[src/rtl/relax_pkg.sv]
// -----------------------------------------------------------------------------
// relax_pkg
// Shared definitions for the edge-relaxation controller.
//   state_t  : FSM state encoding used by relax_ctrl.
//   dist_inf : all-ones "infinite distance" value for a given word width.
// Optional feature macro consumed by relax_ctrl: RELAX_CTRL_INF_SKIP_EN.
// -----------------------------------------------------------------------------
package relax_pkg;

  typedef enum logic [2:0] {
    ST_IDLE  = 3'd0,
    ST_READ  = 3'd1,
    ST_WAIT  = 3'd2,
    ST_PROC  = 3'd3,
    ST_WRITE = 3'd4,
    ST_DONE  = 3'd5
  } state_t;

  // All-ones value of the requested width (up to 64 bits), right-aligned.
  function automatic logic [63:0] dist_inf(input int width);
    return {64{1'b1}} >> (64 - width);
  endfunction

endpackage

[src/rtl/relax_ctrl_process_node.sv]
// -----------------------------------------------------------------------------
// process_node
// Purely combinational relaxation of all neighbour slots of one node.
//   dist_node_in      : distance of the node being relaxed
//   custo_vizinhos_in : packed edge costs, slot i at [CUSTO_WIDTH*i +: CUSTO_WIDTH]
//   dist_vizinhos_in  : packed current neighbour distances
//   update_out        : slot i would get a strictly shorter distance
//   nova_dist_out     : packed candidate distances (node distance + cost)
// The adder is DIST_WIDTH wide and wraps modulo 2**DIST_WIDTH; costs wider than
// DIST_WIDTH are truncated. An infinite node distance therefore produces small
// wrapped candidates unless the caller suppresses them.
// -----------------------------------------------------------------------------
module process_node
  import relax_pkg::*;
#(
  parameter int DIST_WIDTH   = 8,
  parameter int CUSTO_WIDTH  = 8,
  parameter int NUM_VIZINHOS = 8
) (
  input  logic [DIST_WIDTH-1:0]              dist_node_in,
  input  logic [CUSTO_WIDTH*NUM_VIZINHOS-1:0] custo_vizinhos_in,
  input  logic [DIST_WIDTH*NUM_VIZINHOS-1:0]  dist_vizinhos_in,
  output logic [NUM_VIZINHOS-1:0]             update_out,
  output logic [DIST_WIDTH*NUM_VIZINHOS-1:0]  nova_dist_out
);

  genvar gi;
  generate
    for (gi = 0; gi < NUM_VIZINHOS; gi++) begin : g_slot
      logic [DIST_WIDTH-1:0] custo_ext;
      logic [DIST_WIDTH-1:0] nova;
      assign custo_ext = DIST_WIDTH'(custo_vizinhos_in[gi*CUSTO_WIDTH +: CUSTO_WIDTH]);
      assign nova      = dist_node_in + custo_ext;
      assign nova_dist_out[gi*DIST_WIDTH +: DIST_WIDTH] = nova;
      assign update_out[gi] = (nova < dist_vizinhos_in[gi*DIST_WIDTH +: DIST_WIDTH]);
    end
  endgenerate

endmodule

[src/rtl/relax_ctrl.sv]
// -----------------------------------------------------------------------------
// relax_ctrl
// Relaxes every neighbour of one node: reads the node and neighbour distances
// from an external distance memory, evaluates them in process_node, then writes
// each improved distance back while offering the neighbour id to a frontier sink.
//
// Ports
//   clk, rst (sync, active high)
//   start_in / node_id_in / vizinho_id_in / vizinho_valid_in / custo_vizinhos_in
//       : request, captured in IDLE only
//   mem_rd_en_out / mem_rd_addr_out / mem_rd_data_in
//       : distance reads, data returned one cycle after the strobe
//   mem_wr_en_out / mem_wr_addr_out / mem_wr_data_out : distance write-back
//   frontier_valid_out / frontier_id_out / frontier_ready_in : updated ids
//   busy_out (not IDLE), done_out (one-cycle completion pulse)
//
// Optional feature: define RELAX_CTRL_INF_SKIP_EN to skip all updates when the
// node's own distance is infinite (all ones).
// -----------------------------------------------------------------------------
module relax_ctrl
  import relax_pkg::*;
#(
  parameter int DIST_WIDTH   = 8,
  parameter int CUSTO_WIDTH  = 8,
  parameter int NUM_VIZINHOS = 8,
  parameter int ADDR_WIDTH   = 8
) (
  input  logic                                clk,
  input  logic                                rst,
  input  logic                                start_in,
  input  logic [ADDR_WIDTH-1:0]               node_id_in,
  input  logic [ADDR_WIDTH*NUM_VIZINHOS-1:0]  vizinho_id_in,
  input  logic [NUM_VIZINHOS-1:0]             vizinho_valid_in,
  input  logic [CUSTO_WIDTH*NUM_VIZINHOS-1:0] custo_vizinhos_in,
  output logic                                mem_rd_en_out,
  output logic [ADDR_WIDTH-1:0]               mem_rd_addr_out,
  input  logic [DIST_WIDTH-1:0]               mem_rd_data_in,
  output logic                                mem_wr_en_out,
  output logic [ADDR_WIDTH-1:0]               mem_wr_addr_out,
  output logic [DIST_WIDTH-1:0]               mem_wr_data_out,
  output logic                                frontier_valid_out,
  output logic [ADDR_WIDTH-1:0]               frontier_id_out,
  input  logic                                frontier_ready_in,
  output logic                                busy_out,
  output logic                                done_out
);

  // Read counter runs 0..NUM_VIZINHOS: 0 is the node, k is neighbour slot k-1.
  localparam int CNT_W = $clog2(NUM_VIZINHOS + 1);

  state_t state_reg, state_next;

  logic [ADDR_WIDTH-1:0]               node_id_reg;
  logic [ADDR_WIDTH*NUM_VIZINHOS-1:0]  vizinho_id_reg;
  logic [NUM_VIZINHOS-1:0]             vizinho_valid_reg;
  logic [CUSTO_WIDTH*NUM_VIZINHOS-1:0] custo_reg;

  logic [CNT_W-1:0] rd_cnt_reg;
  logic             cap_en_reg;
  logic [CNT_W-1:0] cap_idx_reg;

  logic [DIST_WIDTH-1:0]              dist_node_reg;
  logic [DIST_WIDTH-1:0]              dist_viz_reg [NUM_VIZINHOS];
  logic [DIST_WIDTH*NUM_VIZINHOS-1:0] dist_viz_packed;

  logic [NUM_VIZINHOS-1:0]            pending_reg;
  logic [DIST_WIDTH*NUM_VIZINHOS-1:0] nova_reg;

  logic [NUM_VIZINHOS-1:0]            update;
  logic [DIST_WIDTH*NUM_VIZINHOS-1:0] nova_dist;
  logic [NUM_VIZINHOS-1:0]            proc_mask;
  logic                               skip_relax;

  logic [ADDR_WIDTH-1:0] viz_id_arr [NUM_VIZINHOS];
  logic [DIST_WIDTH-1:0] nova_arr   [NUM_VIZINHOS];

  logic [ADDR_WIDTH-1:0]   rd_addr;
  logic [NUM_VIZINHOS-1:0] sel_onehot;
  logic [ADDR_WIDTH-1:0]   sel_id;
  logic [DIST_WIDTH-1:0]   sel_dist;

  genvar gi;
  generate
    for (gi = 0; gi < NUM_VIZINHOS; gi++) begin : g_unpack
      assign viz_id_arr[gi] = vizinho_id_reg[gi*ADDR_WIDTH +: ADDR_WIDTH];
      assign nova_arr[gi]   = nova_reg[gi*DIST_WIDTH +: DIST_WIDTH];
      assign dist_viz_packed[gi*DIST_WIDTH +: DIST_WIDTH] = dist_viz_reg[gi];
    end
  endgenerate

  process_node #(
    .DIST_WIDTH   (DIST_WIDTH),
    .CUSTO_WIDTH  (CUSTO_WIDTH),
    .NUM_VIZINHOS (NUM_VIZINHOS)
  ) u_process_node (
    .dist_node_in      (dist_node_reg),
    .custo_vizinhos_in (custo_reg),
    .dist_vizinhos_in  (dist_viz_packed),
    .update_out        (update),
    .nova_dist_out     (nova_dist)
  );

`ifdef RELAX_CTRL_INF_SKIP_EN
  // An unreachable node cannot improve anyone; the wrapping adder would
  // otherwise turn infinity + cost into a small bogus distance.
  assign skip_relax = (dist_node_reg == DIST_WIDTH'(dist_inf(DIST_WIDTH)));
`else
  assign skip_relax = 1'b0;
`endif

  assign proc_mask = skip_relax ? '0 : (update & vizinho_valid_reg);

  // Read address: node first, then every slot regardless of its valid bit.
  always_comb begin
    rd_addr = node_id_reg;
    for (int i = 0; i < NUM_VIZINHOS; i++) begin
      if (rd_cnt_reg == CNT_W'(i + 1)) rd_addr = viz_id_arr[i];
    end
  end

  // Lowest-index pending slot wins: scan downwards so the last hit is lowest.
  always_comb begin
    sel_onehot = '0;
    sel_id     = '0;
    sel_dist   = '0;
    for (int i = NUM_VIZINHOS - 1; i >= 0; i--) begin
      if (pending_reg[i]) begin
        sel_onehot    = '0;
        sel_onehot[i] = 1'b1;
        sel_id        = viz_id_arr[i];
        sel_dist      = nova_arr[i];
      end
    end
  end

  always_comb begin
    state_next         = state_reg;
    mem_rd_en_out      = 1'b0;
    mem_rd_addr_out    = '0;
    mem_wr_en_out      = 1'b0;
    mem_wr_addr_out    = '0;
    mem_wr_data_out    = '0;
    frontier_valid_out = 1'b0;
    frontier_id_out    = '0;
    busy_out           = (state_reg != ST_IDLE);
    done_out           = 1'b0;
    case (state_reg)
      ST_IDLE: begin
        if (start_in) state_next = ST_READ;
      end
      ST_READ: begin
        mem_rd_en_out   = 1'b1;
        mem_rd_addr_out = rd_addr;
        if (rd_cnt_reg == CNT_W'(NUM_VIZINHOS)) state_next = ST_WAIT;
      end
      ST_WAIT: begin
        state_next = ST_PROC;
      end
      ST_PROC: begin
        state_next = (proc_mask != '0) ? ST_WRITE : ST_DONE;
      end
      ST_WRITE: begin
        frontier_valid_out = 1'b1;
        frontier_id_out    = sel_id;
        if (frontier_ready_in) begin
          mem_wr_en_out   = 1'b1;
          mem_wr_addr_out = sel_id;
          mem_wr_data_out = sel_dist;
          if ((pending_reg & ~sel_onehot) == '0) state_next = ST_DONE;
        end
      end
      ST_DONE: begin
        done_out   = 1'b1;
        state_next = ST_IDLE;
      end
      default: state_next = ST_IDLE;
    endcase
  end

  // Control state: everything that must be cleared by reset.
  always_ff @(posedge clk) begin
    if (rst) begin
      state_reg   <= ST_IDLE;
      pending_reg <= '0;
      rd_cnt_reg  <= '0;
      cap_en_reg  <= 1'b0;
      cap_idx_reg <= '0;
    end else begin
      state_reg   <= state_next;
      // Data for a strobe arrives next cycle; remember which word it is.
      cap_en_reg  <= mem_rd_en_out;
      cap_idx_reg <= rd_cnt_reg;
      if (state_reg == ST_IDLE) begin
        rd_cnt_reg <= '0;
      end else if (state_reg == ST_READ) begin
        rd_cnt_reg <= rd_cnt_reg + CNT_W'(1);
      end
      if (state_reg == ST_PROC) begin
        pending_reg <= proc_mask;
      end else if (state_reg == ST_WRITE && frontier_ready_in) begin
        pending_reg <= pending_reg & ~sel_onehot;
      end
    end
  end

  // Datapath registers: only meaningful while the FSM qualifies them.
  always_ff @(posedge clk) begin
    if (state_reg == ST_IDLE && start_in) begin
      node_id_reg       <= node_id_in;
      vizinho_id_reg    <= vizinho_id_in;
      vizinho_valid_reg <= vizinho_valid_in;
      custo_reg         <= custo_vizinhos_in;
    end
    if (cap_en_reg) begin
      if (cap_idx_reg == '0) dist_node_reg <= mem_rd_data_in;
      for (int i = 0; i < NUM_VIZINHOS; i++) begin
        if (cap_idx_reg == CNT_W'(i + 1)) dist_viz_reg[i] <= mem_rd_data_in;
      end
    end
    if (state_reg == ST_PROC) nova_reg <= nova_dist;
  end

endmodule

[config.mk]
export PLATFORM = sky130hd
export DESIGN_NAME = relax_ctrl
export DESIGN_NICKNAME = d
export VERILOG_FILES = /design/src/rtl/relax_pkg.sv /design/src/rtl/relax_ctrl_process_node.sv /design/src/rtl/relax_ctrl.sv
export SDC_FILE = /design/constraint.sdc
export NUM_CORES = 1
export LEC_CHECK = 0
export ABC_AREA = 1
export BUFFER_PORTS_ARGS = -buffer_cell sky130_fd_sc_hd__buf_4
export CAP_MARGIN = 30
export CORE_UTILIZATION = 53
export CTS_BUF_LIST = sky130_fd_sc_hd__clkbuf_4 sky130_fd_sc_hd__clkbuf_8 sky130_fd_sc_hd__clkbuf_16
export CTS_CLUSTER_DIAMETER = 60
export DETAILED_ROUTE_END_ITERATION = 7
export HOLD_SLACK_MARGIN = 0.05
export PLACE_DENSITY = 0.89
export SLEW_MARGIN = 20
export SYNTH_ARGS = -nofsm -noshare
export SYNTH_HDL_FRONTEND = slang
export SYNTH_HIERARCHICAL = 1
export SYNTH_SLANG_ARGS = --single-unit
[constraint.sdc]
create_clock -name clk -period 8.1 [get_ports clk]
set_input_delay 1.215 -clock clk [delete_from_list [all_inputs] [get_ports clk]]
set_output_delay 1.215 -clock clk [all_outputs]
set_load 0.01 [all_outputs]
==> key figures, run 1 <==
Routing
  – Final ANT Viol Nets: 0
  – TritonRoute pass-1 iters: 8
  – Detailed Route Iter0 Violations: 1636
  – DRC: 0
  – Routed wire per std cell: 19.47 µm
  – DR vias/cell: 5.642
  – Routed Wire Length: 42.45 mm
  – Via count: 12300

Floorplanning
  – Site row count: 62
  – Die width: 173.8 µm
  – Starting Density: 54.21%
  – Die ar.: 30200 µm²
  – Core area: 28860 µm²
  – Number of I/O pins: 193
  – Die height: 173.8 µm

Clock network
  – H-tree lvl count: 2
  – CTS Buf Count: 34
  – Num Clock Sinks: 300
  – Hold_buf cts: 0
  – Clock slew at reported path FFs: 0.06 ns
  – CTS Root Cell: clkbuf_16
  – Skew-Pair Late Insertion Delay: 0.53 ns
  – CTS tree: built
  – Max Root-Sink Buffers: 3
  – Setup Buffers After CTS: 0
  – Post-CTS sizing: 0

Synthesis
  – Yosys warns: 6
  – Number of synthesized flops with an enable pin: 280
  – Unique cell type count in the Yosys netlist: 42
  – Area leader, netlist: edfxtp_1
  – Syn Std Cell Area: 15640 µm²
  – Fraction of registers with async set/reset: 0%
  – Top FF cell, synth: edfxtp_1
  – Top cell type's share of synthesized area: 53.75%
  – Sequential area share after synthesis: 56.31%
  – Post-Synthesis Cells: 1569
  – Syn avg cell area: 9.970 µm²
  – Syn nets: 1849
  – Synth Register Bits: 300
  – Area contributors post-synth: edfxtp_1 (54%), ha_1 (9.3%), nand2_1 (9.1%)

Timing
  – Slew Limit Fails: 0
  – Hold Worst Slack: 0.5619 ns
  – Post-route worst setup slack: 3.966 ns
  – Fin. Hold Viols: 0
  – Final min period: 4.134 ns
  – Worst Clk Skew: 0.01532 ns
  – Actual slew at the worst max-slew pin: 0.9506 ns
  – Sum Neg Setup Slack: 0 ns
  – Slew HR: 36.39%
  – RSZ-0062 raised after global routing: false
  – Max Clk Rate: 241.9 MHz
  – Final Cycle Share: 51.04%
  – Final setup fails: 0

Setup path
  – Worst setup SP type: flip-flop
  – Critical path fanouts, max: 20
  – CP most frequent cell: nand2_1
  – RR Endpoint: state_reg[0]
  – Critical path cell sequence: clkinv_1, nand2_1, nand2_1, nand2_1, nand2_1, o21ai_0, nand2_1, nor2_1, buf_4
  – Worst EP required: 6.88 ns
  – Max incr delay on CP: 0.82 ns
  – Crit path kind: reg2out
  – Worst Setup End Kind: output port
  – Reg2reg path depth: 17
  – RR Startpoint: dist_node_reg[1]
  – Reg2reg setup slack: 4.41 ns
  – Worst path top cell family by delay: flip-flops
  – Crit-path slowest cell: dfxtp_1
  – Crit path arrival time: 2.92 ns
  – Worst path bufs/invs: 2

Place
  – Placed Cells: 2118
  – Port buffer count: 192
  – Placed Area: 17460 µm²
  – Final GP Congestion: 0.9596
  – HPWL Detailed: 30.80 mm
  – DP Worst Slack: 4.506 ns

Hold path
  – Hold_sp: rd_cnt_reg[0]
  – Hold Path Depth: 1
  – Worst hold endpoint: rd_cnt_reg[0]
  – Hold WC Path Type: reg2reg

Final layout
  – Area Growth Syn to Fin: 19.23%
  – Diode count: 0
  – Layout Cells excl Fill: 2180
  – Share of cells above drive strength 1: 16.37%
  – Design Area, Final: 18650 µm²
  – Finished Core Util: 64.63%
  – Final nets: 2050

Global route
  – Pin count of the biggest net entering global routing: 69
  – Global-route wire length before repair: 64.73 mm
  – Initial antenna violation count: 0
  – Congestion Overflow GR: 0
  – Gr usage total: 28.12%
  – Vias in the first global route: 12140

Power
  – Worst VDD drop: 200.4 µV
  – LEAKAGE: 8.369 nW
  – P_int: 3.400 mW
  – Sw Ratio: 31.56%
  – Power share of the sequential group: 41.7%
  – Pwr Total: 4.968 mW
  – Comb pwr share: 26.0%
  – P_sw: 1.568 mW
  – P per Cell Area: 266.4 nW/µm²
  – Clk network pwr share: 32.4%

Job
  – Max_cap viols: 0

Status
  – Outcome: finished clean
## Yosys cell counts, types with 2 or more instances
cell and instances:
nand2_1 380, nor2_4 7, xor2_1 22, inv_1 232, dfxtp_1 20, nor2_1 92, o221ai_1 8, or2_1 10
o211ai_1 13, nor4_1 2, inv_2 6, buf_6 3, o21ai_0 65, clkbuf_1 16, nand2_2 4, xnor2_1 10
nand4_1 5, o22ai_1 8, or2_4 2, o21ai_2 6, ha_1 116, a21oi_1 116, a22oi_1 3, or2_2 7
edfxtp_1 280, o21a_1 2, buf_2 12, nand3b_1 10, nand3_1 76, a21oi_2 3, fa_1 8, a31oi_1 15
## power by group through the flow
stage,clock [mW],combinational [mW],sequential (mW)
6_report,1.61,1.29,2.07
5_1_grt,1.68,1.42,2.08
4_1_cts,1.63,1.26,2.07
3_5_place_dp,0,1.23,2.09
3_3_place_gp,0,1.15,2.09
2_1_floorplan,0,0.842,2.07
## placed cells by master (no fill, tap or decap), types with 13 or more instances in the layout
master / synthesis / routed
nand2_1: 380 / 380
edfxtp_1: 280 / 280
inv_1: 232 / 231
buf_4: 1 / 197
a21oi_1: 116 / 116
ha_1: 116 / 116
nor2_1: 92 / 91
nand3_1: 76 / 76
o21ai_0: 65 / 65
clkbuf_16: 0 / 36
xor2_1: 22 / 22
dfxtp_1: 20 / 20
a31oi_1: 15 / 15
o211ai_1: 13 / 13
## metal layers
layer | track usage (%) | part of all wire [%] | up-vias | routed length [µm]
met1 | 35.50 | 39 | 5718 | 16440
met3 | 5.439 | 9.4 | 153 | 3996
met2 | 46.17 | 47 | 732 | 19920
met5 | 0 | 0 | - | 0
met4 | 14.36 | 4.9 | 0 | 2097
li1 | - | - | 5697 | -
## worst max path at each step
stage	from	end	slack, ns	depth (start not counted)
floorplan	start_in	custo_reg[0]	0.25	2
global placement	frontier_ready_in	mem_wr_data_out[1]	4.51	6
detailed placement	frontier_ready_in	mem_wr_data_out[6]	4.51	6
CTS	pending_reg[3]	mem_wr_addr_out[2]	4.02	9
global route	pending_reg[3]	mem_wr_addr_out[1]	3.78	9
finish	pending_reg[3]	mem_wr_addr_out[1]	3.97	9
## area by class of cell
cell class	instances	area (µm²)
Clock buffer	45	980.9
Tap cell	384	480.5
Fill cell	2121	10210
Timing Repair Buffer	198	1499
Inverter	239	897.1
Clock inverter	17	209.0
Multi-Input combinational cell	997	5776
Sequential cell	300	8808
## cells by family (layout without fill, tap and decap cells)
kind of cell    after synthesis  after routing  share of synthesized area [%]
simple gates                599            599                          16.13
flops                       300            300                          56.31
buf+inv                     272            499                          6.815
compound gates              242            242                          8.655
fa+ha+maj                   124            124                          10.30
xor+xnor                     32             32                          1.792
No activity file was read; power rests on OpenSTA's default activity.
==> inputs of run 2 (changes only) <==
CORE_UTILIZATION = 59   (was 53)
PLACE_DENSITY = 0.93   (was 0.89)
clock period = 4.3 ns   (was 8.1 ns; I/O delays follow)
==> run 2 against run 1 <==
  * Worst hold slack worse by 0.33 ns
  * Flip-flop and latch count unchanged
  * Critical path depth down 2
  * Routed wire length down 3.7%
  * Non-clock buffer count up 2
  * Worst setup slack worse by 3.4 ns
  * Global-route usage up 1.9 points
  * Utilization up 6.0 points
==> key figures, run 2 (synthesis results as in run 1) <==
Timing
  – Max Clk Rate: 267.8 MHz
  – Final setup fails: 0
  – Sum Neg Setup Slack: 0 ns
  – Final Cycle Share: 86.83%
  – Final min period: 3.734 ns
  – Slew HR: 43.84%
  – Fin. Hold Viols: 0
  – RSZ-0062 raised after global routing: false
  – Hold Worst Slack: 0.2337 ns
  – Slew Limit Fails: 0
  – Actual slew at the worst max-slew pin: 0.8412 ns
  – Worst Clk Skew: 0.02675 ns

Place
  – Final GP Congestion: 0.9069
  – Port buffer count: 192
  – Placed Cells: 2070
  – HPWL Detailed: 29.79 mm
  – Placed Area: 17420 µm²

Clock network
  – Skew-Pair Late Insertion Delay: 0.58 ns
  – Post-CTS sizing: 0
  – Hold_buf cts: 0
  – Clock slew at reported path FFs: 0.06 ns
  – CTS tree: built
  – Num Clock Sinks: 300
  – Max Root-Sink Buffers: 3
  – CTS Buf Count: 31
  – Setup Buffers After CTS: 0
  – H-tree lvl count: 1
  – CTS Root Cell: clkbuf_16

Hold path
  – Worst hold endpoint: custo_reg[11]
  – Hold Path Depth: 1
  – Hold_sp: custo_vizinhos_in[11]
  – Hold WC Path Type: in2reg

Setup path
  – Worst EP required: 3.65 ns
  – RR Startpoint: dist_node_reg[0]
  – Worst Setup End Kind: output port
  – Crit path arrival time: 3.09 ns
  – Reg2reg path depth: 18
  – Worst setup SP type: flip-flop
  – Reg2reg setup slack: 0.84 ns
  – Crit path kind: reg2out
  – RR Endpoint: state_reg[0]
  – Critical path fanouts, max: 25

Final layout
  – Design Area, Final: 18400 µm²
  – Area Growth Syn to Fin: 17.61%
  – Most frequent cells in the layout: nand2_1 (380), edfxtp_1 (280), inv_1 (231), buf_4 (197)
  – Fillcell total: 1760
  – Diode count: 0
  – Share of cells above drive strength 1: 15.85%
  – Finished Core Util: 70.60%
  – Most common cell after layout, fill and taps aside: nand2_1
  – Layout Cells excl Fill: 2127
  – Final nets: 2049

Power
  – P per Cell Area: 478.3 nW/µm²
  – Worst VDD drop: 416.9 µV
  – LEAKAGE: 8.278 nW

Floorplanning
  – Die height: 164.8 µm
  – Core area: 26060 µm²
  – Die width: 164.8 µm
  – Starting Density: 60.03%
  – Number of I/O pins: 193
  – Die ar.: 27170 µm²
  – Site row count: 59

Routing
  – DRC: 0
  – DR vias/cell: 5.786
  – TritonRoute pass-1 iters: 6
  – Routed Wire Length: 40.90 mm
  – Routed wire per std cell: 19.23 µm
  – Detailed Route Iter0 Violations: 1672
  – Via count: 12310
  – Final ANT Viol Nets: 0

Global route
  – Congestion Overflow GR: 0
  – Vias in the first global route: 12030
  – Global-route wire length before repair: 61.29 mm
  – Initial antenna violation count: 0
  – Pin count of the biggest net entering global routing: 145
  – Gr usage total: 30.05%

Job
  – Max_cap viols: 0

Status
  – Outcome: finished clean
run 2: how the worst max path moves through the flow:
stage / startpoint / to / slack (ns) / cells after the start
after global routing: pending_reg[5] / mem_wr_data_out[2] / 0.46 / 7
final: pending_reg[5] / mem_wr_data_out[2] / 0.57 / 7
after floorplan: state_reg[0] / custo_reg[0] / 0.97 / 5
after CTS: pending_reg[5] / mem_wr_data_out[2] / 0.66 / 7
after global placement: dist_node_reg[1] / state_reg[0] / 0.94 / 16
after detailed placement: dist_node_reg[1] / state_reg[0] / 0.76 / 16
run 2: critical path: stages, from the launching register on:
cell      delay (ns)
dfxtp_1         0.62
inv_1           0.51
nand2_1         0.20
a31oi_1         0.08
o21ai_0         0.47
o211ai_1        0.21
a21oi_1         0.24
buf_4           0.16
run 2: through the flow:
stage | power, mW | worst slack (ns)
after global placement | 6.056 | 0.9420
after floorplan | 5.439 | 0.9700
final | 8.799 | 0.5663
after detailed placement | 6.240 | 0.7587
after CTS | 8.752 | 0.6578
after global routing | 9.194 | 0.4564
run 2: layer usage:
metal | up-vias | routed length [µm] | track usage [%]
li1 | 5689 | - | -
met1 | 5711 | 15040 | 37.24
met2 | 778 | 19720 | 52.14
met3 | 129 | 4261 | 4.043
met4 | 0 | 1873 | 13.89
met5 | - | 0 | 0
run 2: layout make-up:
cell class | instances | area (µm²) | share of cell area, %
Sequential cell | 300 | 8808 | 47.88
Timing Repair Buffer | 200 | 1546 | 8.406
Clock buffer | 38 | 828.3 | 4.502
Inverter | 239 | 897.1 | 4.877
Clock inverter | 18 | 121.4 | 0.6597
Tap cell | 335 | 419.2 | 2.278
Multi-Input combinational cell | 997 | 5776 | 31.39
run 2: where the power goes:
part           internal, mW  leakage (nW)  switching, mW
registers              3.68          2.76          0.197
clock network          1.42         0.477           1.10
logic                 0.873          5.04           1.53
